===== src/rtl/change_dispenser_if.sv =====
// change_dispenser_if: request, hopper, refill/fault and inventory bundle
// for the coin payout engine. master = controller side, slave = dispenser.
interface change_dispenser_if #(
  parameter int INV_W = 8
);
  logic             chng_valid;
  logic [4:0]       chng_amount;
  logic             chng_ready;
  logic             hopper_ack;
  logic             out10;
  logic             out50;
  logic             outa0;
  logic             done;
  logic             fault;
  logic             jam;
  logic [4:0]       short_amt;
  logic             refill;
  logic             fault_clr;
  logic [INV_W-1:0] n10;
  logic [INV_W-1:0] n50;
  logic [INV_W-1:0] na0;

  modport master (
    output chng_valid, chng_amount, hopper_ack, refill, fault_clr,
    input  chng_ready, out10, out50, outa0, done, fault, jam,
    input  short_amt, n10, n50, na0
  );

  modport slave (
    input  chng_valid, chng_amount, hopper_ack, refill, fault_clr,
    output chng_ready, out10, out50, outa0, done, fault, jam,
    output short_amt, n10, n50, na0
  );
endinterface


===== src/rtl/change_dispenser.sv =====
// change_dispenser: greedy coin payout engine with per-coin inventories.
// Optional hopper ack-timeout jam detection: define CHG_JAM_DETECT_EN.
module change_dispenser #(
  parameter int INV_W       = 8,
  parameter int INIT_N10    = 20,
  parameter int INIT_N50    = 10,
  parameter int INIT_NA0    = 10,
  parameter int ACK_TIMEOUT = 16
) (
  input logic clk,
  input logic rst,
  change_dispenser_if.slave bus
);

  typedef enum logic [2:0] {
    S_IDLE, S_SELECT, S_PULSE, S_WAIT, S_DONE, S_FAULT
  } state_t;

  typedef enum logic [1:0] {C10, C50, CA0} coin_t;

  localparam logic [INV_W-1:0] I10 = INV_W'(INIT_N10);
  localparam logic [INV_W-1:0] I50 = INV_W'(INIT_N50);
  localparam logic [INV_W-1:0] IA0 = INV_W'(INIT_NA0);
  localparam logic [INV_W-1:0] ONE = INV_W'(1);

  state_t           state_q, state_d;
  coin_t            coin_q, coin_d;
  logic [4:0]       rem_q, rem_d;
  logic [INV_W-1:0] n10_q, n10_d;
  logic [INV_W-1:0] n50_q, n50_d;
  logic [INV_W-1:0] na0_q, na0_d;

`ifdef CHG_JAM_DETECT_EN
  localparam int CW = $clog2(ACK_TIMEOUT + 1);
  localparam logic [CW-1:0] CNT_LAST = CW'(ACK_TIMEOUT - 1);
  logic [CW-1:0] cnt_q, cnt_d;
  logic          jam_q, jam_d;
`endif

  // State, remaining amount and inventory registers
  always_ff @(posedge clk or posedge rst) begin
    if (rst) begin
      state_q <= S_IDLE;
      coin_q  <= C10;
      rem_q   <= '0;
      n10_q   <= I10;
      n50_q   <= I50;
      na0_q   <= IA0;
`ifdef CHG_JAM_DETECT_EN
      cnt_q   <= '0;
      jam_q   <= 1'b0;
`endif
    end else begin
      state_q <= state_d;
      coin_q  <= coin_d;
      rem_q   <= rem_d;
      n10_q   <= n10_d;
      n50_q   <= n50_d;
      na0_q   <= na0_d;
`ifdef CHG_JAM_DETECT_EN
      cnt_q   <= cnt_d;
      jam_q   <= jam_d;
`endif
    end
  end

  // Next state: greedy coin choice, payout bookkeeping, refill/fault
  always_comb begin
    state_d = state_q;
    coin_d  = coin_q;
    rem_d   = rem_q;
    n10_d   = n10_q;
    n50_d   = n50_q;
    na0_d   = na0_q;
`ifdef CHG_JAM_DETECT_EN
    cnt_d   = cnt_q;
    jam_d   = jam_q;
`endif
    unique case (state_q)
      S_IDLE: begin
        if (bus.chng_valid) begin
          rem_d   = bus.chng_amount;
          state_d = S_SELECT;
        end
        if (bus.refill) begin
          n10_d = I10;
          n50_d = I50;
          na0_d = IA0;
        end
      end
      S_SELECT: begin
        if (rem_q == 5'd0) begin
          state_d = S_DONE;
        end else if (rem_q >= 5'd10 && na0_q != '0) begin
          coin_d  = CA0;
          state_d = S_PULSE;
        end else if (rem_q >= 5'd5 && n50_q != '0) begin
          coin_d  = C50;
          state_d = S_PULSE;
        end else if (n10_q != '0) begin
          coin_d  = C10;
          state_d = S_PULSE;
        end else begin
          state_d = S_FAULT;
        end
      end
      S_PULSE: begin
        state_d = S_WAIT;
`ifdef CHG_JAM_DETECT_EN
        cnt_d   = '0;
`endif
        case (coin_q)
          CA0: begin
            if (na0_q != '0) na0_d = na0_q - ONE;
            if (rem_q >= 5'd10) rem_d = rem_q - 5'd10;
          end
          C50: begin
            if (n50_q != '0) n50_d = n50_q - ONE;
            if (rem_q >= 5'd5) rem_d = rem_q - 5'd5;
          end
          default: begin
            if (n10_q != '0) n10_d = n10_q - ONE;
            if (rem_q >= 5'd1) rem_d = rem_q - 5'd1;
          end
        endcase
      end
      S_WAIT: begin
        if (bus.hopper_ack) begin
          state_d = S_SELECT;
        end
`ifdef CHG_JAM_DETECT_EN
        else if (cnt_q == CNT_LAST) begin
          state_d = S_FAULT;
          jam_d   = 1'b1;
        end else begin
          cnt_d = cnt_q + 1'b1;
        end
`endif
      end
      S_DONE: begin
        state_d = S_IDLE;
      end
      S_FAULT: begin
        if (bus.refill) begin
          n10_d   = I10;
          n50_d   = I50;
          na0_d   = IA0;
          state_d = S_SELECT;
`ifdef CHG_JAM_DETECT_EN
          jam_d   = 1'b0;
`endif
        end else if (bus.fault_clr) begin
          rem_d   = '0;
          state_d = S_IDLE;
`ifdef CHG_JAM_DETECT_EN
          jam_d   = 1'b0;
`endif
        end
      end
      default: begin
        state_d = S_IDLE;
      end
    endcase
  end

  assign bus.chng_ready = (state_q == S_IDLE);
  assign bus.out10      = (state_q == S_PULSE) && (coin_q == C10);
  assign bus.out50      = (state_q == S_PULSE) && (coin_q == C50);
  assign bus.outa0      = (state_q == S_PULSE) && (coin_q == CA0);
  assign bus.done       = (state_q == S_DONE);
  assign bus.fault      = (state_q == S_FAULT);
  assign bus.short_amt  = (state_q == S_FAULT) ? rem_q : 5'd0;
  assign bus.n10        = n10_q;
  assign bus.n50        = n50_q;
  assign bus.na0        = na0_q;
`ifdef CHG_JAM_DETECT_EN
  assign bus.jam        = (state_q == S_FAULT) && jam_q;
`else
  assign bus.jam        = 1'b0;
`endif

endmodule


===== src/flat_wrapper.sv =====
// flat-port wrapper written by rule: the top's interface ports become plain ports
module change_dispenser_flat 
#(
  parameter int INV_W       = 8,
  parameter int INIT_N10    = 20,
  parameter int INIT_N50    = 10,
  parameter int INIT_NA0    = 10,
  parameter int ACK_TIMEOUT = 16
)
  (clk, rst, bus_chng_valid, bus_chng_amount, bus_hopper_ack, bus_refill, bus_fault_clr, bus_chng_ready, bus_out10, bus_out50, bus_outa0, bus_done, bus_fault, bus_jam, bus_short_amt, bus_n10, bus_n50, bus_na0);
  change_dispenser_if #(.INV_W(INV_W)) bus_i ();
  input logic clk;
  input logic rst;
  input wire logic [$bits(bus_i.chng_valid)-1:0] bus_chng_valid;
  input wire logic [$bits(bus_i.chng_amount)-1:0] bus_chng_amount;
  input wire logic [$bits(bus_i.hopper_ack)-1:0] bus_hopper_ack;
  input wire logic [$bits(bus_i.refill)-1:0] bus_refill;
  input wire logic [$bits(bus_i.fault_clr)-1:0] bus_fault_clr;
  output wire logic [$bits(bus_i.chng_ready)-1:0] bus_chng_ready;
  output wire logic [$bits(bus_i.out10)-1:0] bus_out10;
  output wire logic [$bits(bus_i.out50)-1:0] bus_out50;
  output wire logic [$bits(bus_i.outa0)-1:0] bus_outa0;
  output wire logic [$bits(bus_i.done)-1:0] bus_done;
  output wire logic [$bits(bus_i.fault)-1:0] bus_fault;
  output wire logic [$bits(bus_i.jam)-1:0] bus_jam;
  output wire logic [$bits(bus_i.short_amt)-1:0] bus_short_amt;
  output wire logic [$bits(bus_i.n10)-1:0] bus_n10;
  output wire logic [$bits(bus_i.n50)-1:0] bus_n50;
  output wire logic [$bits(bus_i.na0)-1:0] bus_na0;
  assign bus_i.chng_valid = bus_chng_valid;
  assign bus_i.chng_amount = bus_chng_amount;
  assign bus_i.hopper_ack = bus_hopper_ack;
  assign bus_i.refill = bus_refill;
  assign bus_i.fault_clr = bus_fault_clr;
  assign bus_chng_ready = bus_i.chng_ready;
  assign bus_out10 = bus_i.out10;
  assign bus_out50 = bus_i.out50;
  assign bus_outa0 = bus_i.outa0;
  assign bus_done = bus_i.done;
  assign bus_fault = bus_i.fault;
  assign bus_jam = bus_i.jam;
  assign bus_short_amt = bus_i.short_amt;
  assign bus_n10 = bus_i.n10;
  assign bus_n50 = bus_i.n50;
  assign bus_na0 = bus_i.na0;
  change_dispenser #(.INV_W(INV_W), .INIT_N10(INIT_N10), .INIT_N50(INIT_N50), .INIT_NA0(INIT_NA0), .ACK_TIMEOUT(ACK_TIMEOUT)) u_core (.clk(clk), .rst(rst), .bus(bus_i));
endmodule

===== config.mk =====
export PLATFORM = sky130hd
export DESIGN_NAME = change_dispenser_flat
export DESIGN_NICKNAME = d
export VERILOG_FILES = /design/src/rtl/change_dispenser_if.sv /design/src/rtl/change_dispenser.sv /design/src/flat_wrapper.sv
export SDC_FILE = /design/constraint.sdc
export NUM_CORES = 1
export LEC_CHECK = 0
export ABC_CLOCK_PERIOD_IN_PS = 4700
export CAP_MARGIN = 20
export CORE_MARGIN = 10
export CORE_UTILIZATION = 55
export CTS_CLUSTER_DIAMETER = 100
export DETAILED_ROUTE_END_ITERATION = 10
export GPL_TIMING_DRIVEN = 0
export PLACE_DENSITY_LB_ADDON = 0.05
export SLEW_MARGIN = 10
export SYNTH_ARGS = -nofsm -noshare
export SYNTH_HDL_FRONTEND = slang
export SYNTH_SLANG_ARGS = --single-unit

===== constraint.sdc =====
create_clock -name clk -period 4.7 [get_ports clk]
set_clock_uncertainty 0.2 [all_clocks]
set_input_delay 0.705 -clock clk [delete_from_list [all_inputs] [get_ports clk]]
set_output_delay 0.705 -clock clk [all_outputs]
set_load 0.005 [all_outputs]

==> impl_metrics.toml <==
[clock_network]
cts_setup_buffers = 0
cts_buffer_depth = 2
ctsRootBufferMaster = "clkbuf_8"
cts.repair.resized = 0
worstSkewPairLatency_ns = 0.29
cts_sinks = 34
htree_levels = 2
numCtsBuffers = 5
postCtsHoldBufs = 0
cts_tree = "done"
clkTransAtPathRegs_ns = 0.07

[synth]
synth_adder_area_share = 0.07119
synth_top_cells_by_count = "31 x nor2_1, 28 x dfrtp_1, 19 x inv_1"
synth_edf_count = 0
synthMuxAreaShare = 0.02300
synth_seq_cells = 34
synthArstFlopShare = 1.000
synthSimpleGateAreaFrac = 0.2377
yosys.area_share.xor_xnor = 0.08434
syn_avg_cell_area_um2 = 9.030
synth_largest_area_cell = "dfrtp_1"
netlist_instances = 253
synth_top_family_by_area = "simple AND/OR/NAND/NOR gates"
synth_ff_type = "dfrtp_1"
yosysWarnings = 0
synth.top_cell.area_share = 0.3067
ys_seq_area_frac = 0.3757
synth_cell_types = 57
synthTopCellsByArea = "dfrtp_1 31%, ha_1 7.1%, dfstp_2 6.9%"
synth_compound_area_frac = 0.1528
syn_area_um2 = 2285
synth_most_common_cell = "nor2_1"
synthesis.nets = 277

[place]
dp_cells = 348
portBuffers = 45
hpwl_mm = 4.213
placed_area_um2 = 2798
routabilityCongestion = 0.9117
dp_worst_setup_slack_ns = 1.831

[global_routing]
grt_overflow = 0
grt_usage = 0.1628
antenna_found_initial = 0
grt_pass1_wl_mm = 9.735
grt_max_degree = 35
grt_pass1_vias = 2012

[detailed_routing]
drt-vias-per-instance = 5.809
finalWirelength_mm = 5.659
wl_per_cell_um = 15.90
num_vias = 2068
drt_iter0_markers = 138
post-route-drc-count = 0
ant_nets = 0
first_pass_iters = 4

[sta]
drv_slew = 0
setup-tns-final_ns = 0
tightest_slew_ns = 0.7759
min_period_over_period = 0.6875
relSlewSlack = 0.4816
finalHoldViolations = 0
rsz0062_at_grt = "false"
period_needed_ns = 3.231
setup_viol = 0
fin_hold_ws_ns = 0.3363
fmax_mhz = 309.5
worst_slack_ns = 1.469

[floorplanning]
fp.coreArea_um2 = 4000
start_util = 0.5712
dieArea_um2 = 7132
num_io_pins = 47
die_h_um = 84.45
die_w_um = 84.45
rows = 23

[layout]
fin_area_um2 = 2940
antenna_cells = 0
final_cells = 356
nets = 329
syn_to_final_growth_pct = 28.70
fin_util = 0.7351
final_layout_size_suffix_gt1_frac = 0.09804

[critical_path]
worst-setup-path-type = "flop to primary output"
crit_required_ns = 3.80
cpPeakStageDelay_ns = 0.69
crit_fanout = 10
startpoint_type = "flop"
cp.arrival_ns = 2.33
cp_cell_sequence = "clkbuf_1, nor3b_1, and2_1, clkdlybuf4s50_1"
ff2ff_path_depth = 8
critPathCaptureType = "primary output"
slowest_stage = "nor3b_1"

[worst_hold_path]
hp-class = "flop to flop"
hold_path_depth = 2

[pwr]
power_density_nw_per_um2 = 640.3
peakVddDrop_mv = 0.3097
power_leakage_nw = 1.232
power_mw = 1.883

[run_status]
status = "finished, final reports clean"

[flow_run]
max-cap-violations = 0
## power breakdown
| group | internal (mW) | total (mW) | leakage [nW] | switching [mW] |
|---|---|---|---|---|
| logic | 0.475 | 0.987 | 0.734 | 0.513 |
| registers | 0.420 | 0.560 | 0.427 | 0.141 |
| clock network | 0.226 | 0.335 | 0.0714 | 0.109 |
## final timing paths
path	from	endpoint	slack, ns
setup / recovery	u_core.state_q[2]	bus_out10	1.47
setup reg to reg	u_core.rem_q[2]	u_core.rem_q[3]	2.11
max in group asynchronous	rst	u_core.state_q[1]	3.21
hold / removal	u_core.bus.n50[1]	u_core.bus.n50[1]	0.34
hold reg to reg	u_core.bus.n50[1]	u_core.bus.n50[1]	0.34
min in group asynchronous	rst	u_core.bus.na0[7]	0.64
## layout by cell type (no fill, tap or decap), types with 4 or more instances in the layout
cell / synthesis / final
clkbuf_1: 6 / 6
xnor2_1: 11 / 11
inv_1: 19 / 18
ha_1: 13 / 13
nor2_1: 31 / 31
clkdlybuf4s50_1: 0 / 45
and2_1: 4 / 4
nand2_1: 17 / 17
dfrtp_1: 28 / 28
xor2_1: 11 / 11
a21oi_1: 7 / 7
nor3_1: 9 / 9
clkbuf_8: 0 / 6
a31oi_1: 4 / 4
dfstp_2: 6 / 6
nor3b_1: 5 / 5
nand3_1: 4 / 4
o21ai_0: 11 / 11
nor4_1: 7 / 7
## registers in the layout, indices dropped and copies added (netlist names)
name / cells
u_core.bus.na0: 8
u_core.bus.n50: 8
u_core.rem_q: 5
u_core.bus.n10: 8
u_core.state_q: 3
u_core.coin_q: 2
## layer usage
layer | vias to the layer above | share of wire | global-route usage
met5 | - | 0 | 0
met4 | 0 | 0.013 | 0.04940
met3 | 7 | 0.080 | 0.06280
met2 | 47 | 0.48 | 0.2718
met1 | 1012 | 0.43 | 0.1883
li1 | 1002 | - | -
## cell type report
type	count	area (µm²)
Inverter	19	71.32
Clock inverter	2	60.06
Clock buffer	6	82.58
Tap cell	50	62.56
Fill cell	305	1060
Buffer	10	51.30
Sequential cell	34	858.3
Multi-Input combinational cell	190	1304
Timing Repair Buffer	45	450.4
## critical path: cells and delay by family, from the launching register on
family,cells,cell delay [ns]
flip-flops,1,0.40
AND/OR/NAND/NOR,2,0.91
buffers and inverters,2,0.72
## cells by family (layout without fill, tap and decap cells)
family,Yosys count,in the layout
buffers and inverters,29,82
other,1,1
multiplexers,5,5
flip-flops,34,34
XOR/XNOR,22,22
AO/OA/AOI/OAI,49,49
adder cells (fa/ha/maj),13,13
AND/OR/NAND/NOR,100,100
Note: power is estimated with default switching activity, not from simulation.
